### src/rtl/rca_slice_sequencer_if.sv
// Operand/result bundle for rca_slice_sequencer.
//
// Handshake rule for both channels: a transfer happens on a rising clk edge
// where the sender's valid and the receiver's ready are both high. A sender
// holds its payload stable while valid is high and not yet accepted.
//
// Signals:
//   in_valid / in_ready        operand channel (producer -> sequencer)
//   in_a, in_b, in_c           addends and carry-in
//   out_valid / out_ready      result channel (sequencer -> consumer)
//   out_sum, out_c_out         WIDTH-bit sum and carry-out of the top slice
// Modports: master = producer/consumer side, slave = sequencer side.
interface rca_slice_sequencer_if #(
  parameter int WIDTH = 64
);
  logic             in_valid;
  logic             in_ready;
  logic [WIDTH-1:0] in_a;
  logic [WIDTH-1:0] in_b;
  logic             in_c;
  logic             out_valid;
  logic             out_ready;
  logic [WIDTH-1:0] out_sum;
  logic             out_c_out;

  modport master (
    output in_valid, in_a, in_b, in_c, out_ready,
    input  in_ready, out_valid, out_sum, out_c_out
  );

  modport slave (
    input  in_valid, in_a, in_b, in_c, out_ready,
    output in_ready, out_valid, out_sum, out_c_out
  );
endinterface

### src/rtl/rca_slice_sequencer.sv
// Multi-cycle wide adder: a WIDTH-bit a + b + c_in is evaluated through one
// SLICE-bit ripple-carry adder, one slice per cycle, LSB slice first. The
// slice carry-out is registered and feeds the next slice.
//
// Ports:
//   clk        rising-edge clock
//   reset      synchronous, active-high
//   bus        rca_slice_sequencer_if.slave (operand and result channels)
//   busy       high while an operation is in RUN or DONE
//   state_dbg  current FSM state (0 IDLE, 1 RUN, 2 DONE)

module ripple_carry_adder #(
  parameter int W = 16
) (
  input  logic [W-1:0] a,
  input  logic [W-1:0] b,
  input  logic         c_in,
  output logic [W-1:0] sum,
  output logic         c_out
);
  logic [W:0] c;

  assign c[0] = c_in;

  for (genvar i = 0; i < W; i++) begin : g_fa
    assign sum[i]   = a[i] ^ b[i] ^ c[i];
    assign c[i + 1] = (a[i] & b[i]) | (c[i] & (a[i] ^ b[i]));
  end

  assign c_out = c[W];
endmodule

module rca_slice_sequencer #(
  parameter int WIDTH = 64,
  parameter int SLICE = 16
) (
  input  logic                  clk,
  input  logic                  reset,
  rca_slice_sequencer_if.slave  bus,
  output logic                  busy,
  output logic [1:0]            state_dbg
);
  localparam int NSLICES = WIDTH / SLICE;
  localparam int CNT_W   = (NSLICES > 1) ? $clog2(NSLICES) : 1;
  localparam logic [CNT_W-1:0] LAST_SLICE = CNT_W'(NSLICES - 1);
  localparam logic [WIDTH-1:0] SLICE_MASK = WIDTH'({SLICE{1'b1}});

  typedef enum logic [1:0] {
    S_IDLE = 2'd0,
    S_RUN  = 2'd1,
    S_DONE = 2'd2
  } state_t;

  state_t           state_q, state_d;
  logic [WIDTH-1:0] a_q, a_d;
  logic [WIDTH-1:0] b_q, b_d;
  logic [WIDTH-1:0] sum_q, sum_d;
  logic             carry_q, carry_d;
  logic             cout_q, cout_d;
  logic [CNT_W-1:0] cnt_q, cnt_d;

  logic [31:0]      shamt;
  logic [SLICE-1:0] slice_a, slice_b, slice_sum;
  logic             slice_cout;

  // Bit offset of the slice being evaluated; shifts avoid a variable part-select.
  assign shamt   = 32'(cnt_q) * 32'(SLICE);
  assign slice_a = SLICE'(a_q >> shamt);
  assign slice_b = SLICE'(b_q >> shamt);

  ripple_carry_adder #(.W(SLICE)) u_rca (
    .a     (slice_a),
    .b     (slice_b),
    .c_in  (carry_q),
    .sum   (slice_sum),
    .c_out (slice_cout)
  );

  always_ff @(posedge clk) begin
    if (reset) begin
      state_q <= S_IDLE;
      a_q     <= '0;
      b_q     <= '0;
      sum_q   <= '0;
      carry_q <= 1'b0;
      cout_q  <= 1'b0;
      cnt_q   <= '0;
    end else begin
      state_q <= state_d;
      a_q     <= a_d;
      b_q     <= b_d;
      sum_q   <= sum_d;
      carry_q <= carry_d;
      cout_q  <= cout_d;
      cnt_q   <= cnt_d;
    end
  end

  always_comb begin
    state_d = state_q;
    a_d     = a_q;
    b_d     = b_q;
    sum_d   = sum_q;
    carry_d = carry_q;
    cout_d  = cout_q;
    cnt_d   = cnt_q;

    case (state_q)
      S_IDLE: begin
        if (bus.in_valid) begin
          a_d     = bus.in_a;
          b_d     = bus.in_b;
          carry_d = bus.in_c;
          cnt_d   = '0;
          state_d = S_RUN;
        end
      end
      S_RUN: begin
        // Merge this slice's sum into its lane; other lanes keep their value.
        sum_d   = (sum_q & ~(SLICE_MASK << shamt)) | (WIDTH'(slice_sum) << shamt);
        carry_d = slice_cout;
        if (cnt_q == LAST_SLICE) begin
          cout_d  = slice_cout;
          state_d = S_DONE;
        end else begin
          cnt_d = cnt_q + 1'b1;
        end
      end
      S_DONE: begin
        // Return to IDLE only; a new accept waits for the following cycle.
        if (bus.out_ready) begin
          state_d = S_IDLE;
        end
      end
      default: state_d = S_IDLE;
    endcase
  end

  assign bus.in_ready  = (state_q == S_IDLE);
  assign bus.out_valid = (state_q == S_DONE);
  assign bus.out_sum   = sum_q;
  assign bus.out_c_out = cout_q;
  assign busy          = (state_q != S_IDLE);
  assign state_dbg     = state_q;
endmodule

### src/flat_wrapper.sv
// flat-port wrapper written by rule: the top's interface ports become plain ports
module rca_slice_sequencer_flat 
#(
  parameter int WIDTH = 64,
  parameter int SLICE = 16
)
  (clk, reset, busy, state_dbg, bus_in_valid, bus_in_a, bus_in_b, bus_in_c, bus_out_ready, bus_in_ready, bus_out_valid, bus_out_sum, bus_out_c_out);
  rca_slice_sequencer_if #(.WIDTH(WIDTH)) bus_i ();
  input  logic clk;
  input  logic reset;
  output logic busy;
  output logic [1:0] state_dbg;
  input wire logic [$bits(bus_i.in_valid)-1:0] bus_in_valid;
  input wire logic [$bits(bus_i.in_a)-1:0] bus_in_a;
  input wire logic [$bits(bus_i.in_b)-1:0] bus_in_b;
  input wire logic [$bits(bus_i.in_c)-1:0] bus_in_c;
  input wire logic [$bits(bus_i.out_ready)-1:0] bus_out_ready;
  output wire logic [$bits(bus_i.in_ready)-1:0] bus_in_ready;
  output wire logic [$bits(bus_i.out_valid)-1:0] bus_out_valid;
  output wire logic [$bits(bus_i.out_sum)-1:0] bus_out_sum;
  output wire logic [$bits(bus_i.out_c_out)-1:0] bus_out_c_out;
  assign bus_i.in_valid = bus_in_valid;
  assign bus_i.in_a = bus_in_a;
  assign bus_i.in_b = bus_in_b;
  assign bus_i.in_c = bus_in_c;
  assign bus_i.out_ready = bus_out_ready;
  assign bus_in_ready = bus_i.in_ready;
  assign bus_out_valid = bus_i.out_valid;
  assign bus_out_sum = bus_i.out_sum;
  assign bus_out_c_out = bus_i.out_c_out;
  rca_slice_sequencer #(.WIDTH(WIDTH), .SLICE(SLICE)) u_core (.clk(clk), .reset(reset), .bus(bus_i), .busy(busy), .state_dbg(state_dbg));
endmodule
### config.mk
export PLATFORM = sky130hd
export DESIGN_NAME = rca_slice_sequencer_flat
export DESIGN_NICKNAME = d
export VERILOG_FILES = /design/src/rtl/rca_slice_sequencer_if.sv /design/src/rtl/rca_slice_sequencer.sv /design/src/flat_wrapper.sv
export SDC_FILE = /design/constraint.sdc
export NUM_CORES = 1
export LEC_CHECK = 0
export ABC_AREA = 0
export BUFFER_PORTS_ARGS = -buffer_cell sky130_fd_sc_hd__buf_2
export CORE_ASPECT_RATIO = 0.8
export CORE_MARGIN = 2
export CORE_UTILIZATION = 53
export DETAILED_ROUTE_END_ITERATION = 12
export GPL_TIMING_DRIVEN = 0
export PLACE_DENSITY = 0.84
export SYNTH_ARGS = -nofsm -noshare
export SYNTH_HDL_FRONTEND = slang
export SYNTH_HIERARCHICAL = 1
export SYNTH_SLANG_ARGS = --single-unit
export TNS_END_PERCENT = 1
### constraint.sdc
create_clock -name clk -period 9.5 [get_ports clk]
set_clock_uncertainty 0.05 [all_clocks]
set_input_delay 0.95 -clock clk [delete_from_list [all_inputs] [get_ports clk]]
set_output_delay 0.95 -clock clk [all_outputs]
set_load 0.02 [all_outputs]
==> summary.md, run 1 <==
| Metric | Value |
|---|---|
| Number of rows created at floorplan | 39 |
| Max Clock Freq | 120 MHz |
| Fraction of registers with async set or reset after synthesis | 0% |
| Final GP Congestion | 0.882 |
| Synth area leader | dfxtp_1 |
| CTS Buffer Depth | 2 |
| Cell types with the highest counts after synthesis | 257 x nand2_1, 198 x dfxtp_1, 133 x a21oi_1, 64 x a22o_1, 33 x buf_2 |
| Average detailed-routed wire length per instance | approximately 18 um |
| Final design area excluding fillers | roughly 9800 um2 |
| Global-route wire length before repair | 35300 um |
| CP arrival | between 8 and 9 ns |
| Top-count cell post-synth | nand2_1 |
| Number of global-route vias before repair | approximately 6600 |
| Count of boundary I/O pins | around 200 |
| Tmin final | between 8 and 9 ns |
| Skew-Pair Late Insertion Delay | around 0.43 ns |
| Die footprint | around 16000 um2 |
| CP peak stage delay | ~0.43 ns |
| Iter 0 DRT Violations | between 600 and 700 |
| Cell chosen for the clock root | clkbuf_16 |
| EDFF count, synth | 0 |
| Setup bufs post-CTS | 0 |
| Detailed placer's ending HPWL | 16800 um |
| Critical-path maximum fanout | 10 |
| Area growth from synthesis to layout | 23.3% |
| Fillers | approximately 1100 |
| All-Layer GR Usage | 29.2% |
| Port Buffers | 201 |
| Clock sink count | between 150 and 200 |
| Summed negative setup slack over all endpoints | 0 ns |
| Placed cell areas | between 9000 and 10000 um2 |
| Worst setup margin | roughly 1.2 ns |
| Final setup violation count | 0 |
| Initial Util | 54.8% |
| Total count of hold-check failures in the final report | 0 |
| Warning count from the yosys run | 6 |
| Floorplan die width | 141 um |
| Endpoint type of the worst setup path | register |
| Required @ worst endpoint | roughly 10 ns |
| Register area | slightly below 4000 um2 |
| Portion of the post-synthesis area used by sequential elements | about half |
| Leading cell types by total area after synthesis | dfxtp_1 50%, nand2_1 12%, mux4_2 9.1% |
| TritonCTS Buffers | 17 |
| Max VDD drop | 0.000132 V |
| Syn nets | a little under 1000 |
| #FFs+latches synth | roughly 200 |
| Final Max Tran Viols | 0 |
| Number of antenna repair diodes | 0 |
| DR vias | 6960 |
| CTS H-tree lvls | 4 |
| Number of gates resized after CTS | 0 |
| Outcome | finished, final reports clean |
| Most prevalent standard cell on the critical path | fa_1 |
| Number of iterations in the first detailed-routing pass | 6 |
| Cells after Synth | between 800 and 900 |
| Reported leakage power | 4.25 nW |
| RSZ-0062 raised after global routing | no |
| Clock transition at path regs | around 0.07 ns |
| Type of the most critical hold path | reg -> reg |
| Area of the placeable core | 14400 um2 |
| Combined area of the multi-input logic cells | 3590 um2 |
| Share of layout cells above drive strength 1 | 30.3% |
| Ratio of final minimum period to clock period | just under 90% |
| Setup Slack @ Placement | ~1.3 ns |
| Slew margin rel. | 57.6% |
| Slew of the pin with the lowest slew margin | about 0.64 ns |
| Number of design rule violations left after detail routing | 0 |
| Total of hold buffers inserted after clock tree synthesis | 0 |
| Path type of the worst setup path | reg -> reg |
| Maximum capacitance violations | 0 |
| Power density over the cells | about 190 nW/um2 |
| Area fraction of the dominant cell type after synthesis | 50.0% |
| Mean area per synthesized cell | between 9 and 10 um2 |
| Clock tree from TritonCTS | yes |
| Cell with the largest stage delay on the worst path | fa_1 |
| Vias per std cell | about 5.6 |
| Post-Syn Area | 7920 um2 |
| Remaining antenna violation count after routing | 0 |
| Y dimension of the die | 113 um |
| Final nets | 1195 |
| Maximum number of pins on one net before global-route repair | 18 |
| Top FF cell, synth | dfxtp_1 |
| Unique masters post-synth | 26 |
| Number of antenna violations at the first check in global routing | 1 |
| Total routed wirelength | 22700 um |
| Critical path launch point type | register |
| Overflow left after global routing | 0 |
-- routing by layer --
metal  up-vias  track usage (%)  wire (um)
li1       3248                -          -
met1      3229             41.2       9780
met2       427             44.4       9900
met3        54             5.80       2330
met4         2             12.5        725
met5         -                0         13
-- cell usage in the layout, fill, tap and decap left out, drive strengths merged --
master,count
nand2,257
buf,245
dfxtp,198
a21oi,137
a22o,64
clkbuf,39
mux4,32
nor2b,18
fa,16
inv,15
nor3,5
clkinv,5
ha,4
clkinvlp,3
nor2,3
nand3,3
nand2b,3
bufinv,2
or3b,2
nand3b,2
nor3b,1
nor4,1
-- critical path, delay by kind of cell, from the launching register on --
kind	cells	cell delay [ns]
buffers and inverters	6	0.81
DFF	1	0.36
adders and majority gates	16	6.20
and+or+nand+nor	1	0.29
muxes	1	0.37
AOI/OAI and AO/OA	1	0.19
-- final cells by class --
class,instances,share of cell area (%)
inverters,13,0.499
multi-input cells,548,36.8
clock inverters,12,1.50
repair buffers,201,10.3
clock buffers,20,4.78
well taps,184,2.36
flip-flops and latches,198,40.6
plain buffers,63,3.23
-- power breakdown --
group          switching, mW  internal [mW]
clock                  0.326          0.414
sequential            0.0251          0.872
combinational          0.150          0.100
-- registers in the layout, indices dropped and copies added (netlist names) --
signal and flops:
u_core/a_q 64, u_core/bus.out_sum 64, u_core/cnt_q 2, u_core/carry_q 1, u_core/b_q 64, u_core/state_dbg 2
u_core/bus.out_c_out 1
-- metrics by stage --
stage | hold WS [ns] | utilization, % | power (mW) | cells
floorplan | 0.383 | - | 1.06 | 822
global placement | 0.390 | 63.4 | 1.15 | 1207
detailed placement | 0.393 | 63.4 | 1.16 | 1207
CTS | 0.403 | 67.6 | 1.89 | 1239
global route | 0.413 | 67.6 | 1.95 | 1239
finish | 0.402 | 67.6 | 1.89 | 1239
-- cell families (layout without fill, tap and decap cells) --
logic type | count (synthesis) | in the layout | share of synthesized area (%)
mux | 32 | 32 | 9.10
flops | 198 | 198 | 50.0
buf+inv | 76 | 309 | 4.60
compound gates | 201 | 201 | 15.9
simple gates | 295 | 295 | 15.7
fa+ha+maj | 20 | 20 | 4.68
-- final timing paths --
check	from	to	slack [ns]	depth (start not counted)
worst min-delay path	u_core/b_q[34]	u_core/b_q[34]	0.40	2
worst min register to register	u_core/b_q[34]	u_core/b_q[34]	0.40	2
worst max register to register	u_core/cnt_q[1]	u_core/bus.out_sum[63]	1.20	25
worst max-delay path	u_core/cnt_q[1]	u_core/bus.out_sum[63]	1.20	25
No activity file was read; power rests on OpenSTA's default activity.
==> run 2: changes to the inputs <==
--- a/config.mk
+++ b/config.mk
@@ -6,13 +6,14 @@
 export NUM_CORES = 1
 export LEC_CHECK = 0
 export ABC_AREA = 0
+export ABC_CLOCK_PERIOD_IN_PS = 9500
 export BUFFER_PORTS_ARGS = -buffer_cell sky130_fd_sc_hd__buf_2
 export CORE_ASPECT_RATIO = 0.8
 export CORE_MARGIN = 2
 export CORE_UTILIZATION = 53
 export DETAILED_ROUTE_END_ITERATION = 12
 export GPL_TIMING_DRIVEN = 0
-export PLACE_DENSITY = 0.84
+export PLACE_DENSITY_LB_ADDON = 0.15
 export SYNTH_ARGS = -nofsm -noshare
 export SYNTH_HDL_FRONTEND = slang
 export SYNTH_HIERARCHICAL = 1
==> run 2 against run 1 <==
  * Sequential cell count unchanged
  * Die area unchanged
  * Worst setup slack worse by 0.076 ns
  * Clock power down 6.4%
  * Largest power group unchanged
  * Highest routed layer is now met4
==> summary.md, run 2 (synthesized netlist as in run 1, its figures left out) <==
| Metric | Value |
|---|---|
| Skew-Pair Late Insertion Delay | 0.43 ns (about the same) |
| Port Buffers | 201 (unchanged) |
| CP peak stage delay | 0.46 ns (+0.03 ns) |
| Endpoint type of the worst setup path | register |
| Total routed wirelength | 22100 um (-2.6%) |
| Iter 0 DRT Violations | 476 (-30%) |
| Area growth from synthesis to layout | 22.8% |
| Max VDD drop | 0.000149 V (+13%) |
| Most frequent cells in the layout | 257 x nand2_1, 234 x buf_2, 198 x dfxtp_1, 133 x a21oi_1, 64 x a22o_1 |
| Final setup violation count | 0 (unchanged) |
| Remaining antenna violation count after routing | 0 (unchanged) |
| Count of boundary I/O pins | 203 (unchanged) |
| Critical path buffer and inverter count | 6 (unchanged) |
| Worst setup margin | 1.12 ns (-0.0757 ns) |
| Number of rows created at floorplan | 39 (unchanged) |
| Slew margin rel. | 52.6% (-4.9 points) |
| Clock tree from TritonCTS | yes |
| Most prevalent standard cell on the critical path | fa_1 |
| All-Layer GR Usage | 28.7% (-0.56 points) |
| Critical path launch point type | register |
| Share of layout cells above drive strength 1 | 30.3% (unchanged) |
| Maximum number of pins on one net before global-route repair | 19 (+1) |
| Total count of hold-check failures in the final report | 0 (unchanged) |
| Outcome | finished, final reports clean |
| Clock sink count | 198 (unchanged) |
| Number of antenna repair diodes | 0 (unchanged) |
| Cell chosen for the clock root | clkbuf_16 |
| Setup Slack @ Placement | 1.22 ns (-0.0520 ns) |
| Number of global-route vias before repair | 6554 (-0.98%) |
| Total of hold buffers inserted after clock tree synthesis | 0 (unchanged) |
| Final standard cell utilization of the core | 67.3% (-0.29 points) |
| Cell with the largest stage delay on the worst path | fa_1 |
| Initial Util | 54.8% (unchanged) |
| Detailed placer's ending HPWL | 16600 um (-1.1%) |
| Number of design rule violations left after detail routing | 0 (unchanged) |
| Die footprint | 15900 um2 (unchanged) |
| Maximum capacitance violations | 0 (unchanged) |
| Combined area of the multi-input logic cells | 3590 um2 (unchanged) |
| Setup bufs post-CTS | 0 (unchanged) |
| Type of the most critical hold path | reg -> reg |
| Final nets | 1195 (unchanged) |
| CTS Buffer Depth | 2 (unchanged) |
| Number of antenna violations at the first check in global routing | 0 (-1) |
| RSZ-0062 raised after global routing | no |
| Power density over the cells | 189 nW/um2 (-2.2%) |
| Slew of the pin with the lowest slew margin | 0.711 ns (+0.0742 ns) |
| Number of iterations in the first detailed-routing pass | 5 (-1) |
| Y dimension of the die | 113 um (unchanged) |
| DR vias | 6807 (-2.2%) |
| Max Clock Freq | 119 MHz (-0.90%) |
| Ratio of final minimum period to clock period | 88.2% (+0.80 points) |
| Average detailed-routed wire length per instance | 17.9 um (-2.6%) |
| Global-route wire length before repair | 34900 um (-1.2%) |
| Critical-path maximum fanout | 10 (unchanged) |
| Vias per std cell | 5.49 (-2.2%) |
| Reported leakage power | 4.22 nW (-0.66%) |
| Most common library cell in the layout ignoring fill and taps | nand2_1 |
| Area of the placeable core | 14400 um2 (unchanged) |
| Final GP Congestion | 0.880 (-0.23%) |
| Summed negative setup slack over all endpoints | 0 ns (unchanged) |
| Kind of cell with the highest combined delay on the critical path | adder cells |
| Required @ worst endpoint | 9.83 ns (about the same) |
| Floorplan die width | 141 um (unchanged) |
| CP arrival | 8.70 ns (+0.07 ns) |
| Overflow left after global routing | 0 (unchanged) |
| Fillers | 1169 (+4.3%) |
| Clock transition at path regs | 0.07 ns (about the same) |
| Final Max Tran Viols | 0 (unchanged) |
| Number of gates resized after CTS | 0 (unchanged) |
| Tmin final | 8.38 ns (+0.0757 ns) |
| Register area | 3960 um2 (unchanged) |
| Path type of the worst setup path | reg -> reg |
| CTS H-tree lvls | 4 (unchanged) |
| TritonCTS Buffers | 17 (unchanged) |
run 2: final cells by class:
type	instances	area share (%)
plain buffers	63	3.24
clock inverters	15	1.49
well taps	184	2.37
multi-input cells	548	36.9
repair buffers	201	10.3
inverters	13	0.502
flip-flops and latches	198	40.8
clock buffers	17	4.37
run 2: tightest hold or removal path, stage by stage (launching register included):
cell and delay, ns:
dfxtp_1 0.31, nand2_1 0.05, a21oi_1 0.05
run 2: path summary, 6_finish.rpt:
kind	startpoint	slack, ns	depth (start not counted)	to
setup / recovery	u_core/cnt_q[1]	1.12	25	u_core/bus.out_sum[31]
setup reg to reg	u_core/cnt_q[1]	1.12	25	u_core/bus.out_sum[31]
hold / removal	u_core/b_q[37]	0.41	2	u_core/b_q[37]
hold reg to reg	u_core/b_q[37]	0.41	2	u_core/b_q[37]
run 2: power by group:
group | total (mW) | internal [mW] | switching, mW
sequential | 0.897 | 0.872 | 0.0257
clock | 0.693 | 0.367 | 0.326
combinational | 0.248 | 0.0993 | 0.149
total | 1.84 | 1.34 | 0.500
run 2: through the flow:
stage          hold WS, ns  power (mW)  std cells  area, um2
2_1_floorplan        0.383        1.06        822       7920
3_3_place_gp         0.390        1.15       1207       9160
3_5_place_dp         0.396        1.16       1207       9160
4_1_cts              0.406        1.84       1239       9730
5_1_grt              0.421        1.91       1239       9730
6_report             0.405        1.84       1239       9730
run 2: metal layers:
metal | GRT usage, % | up-vias | wire (um)
met5 | 0 | - | 0
met4 | 8.47 | 0 | 407
met3 | 6.73 | 36 | 1970
met2 | 43.8 | 303 | 9670
met1 | 41.0 | 3219 | 10100
li1 | - | 3249 | -
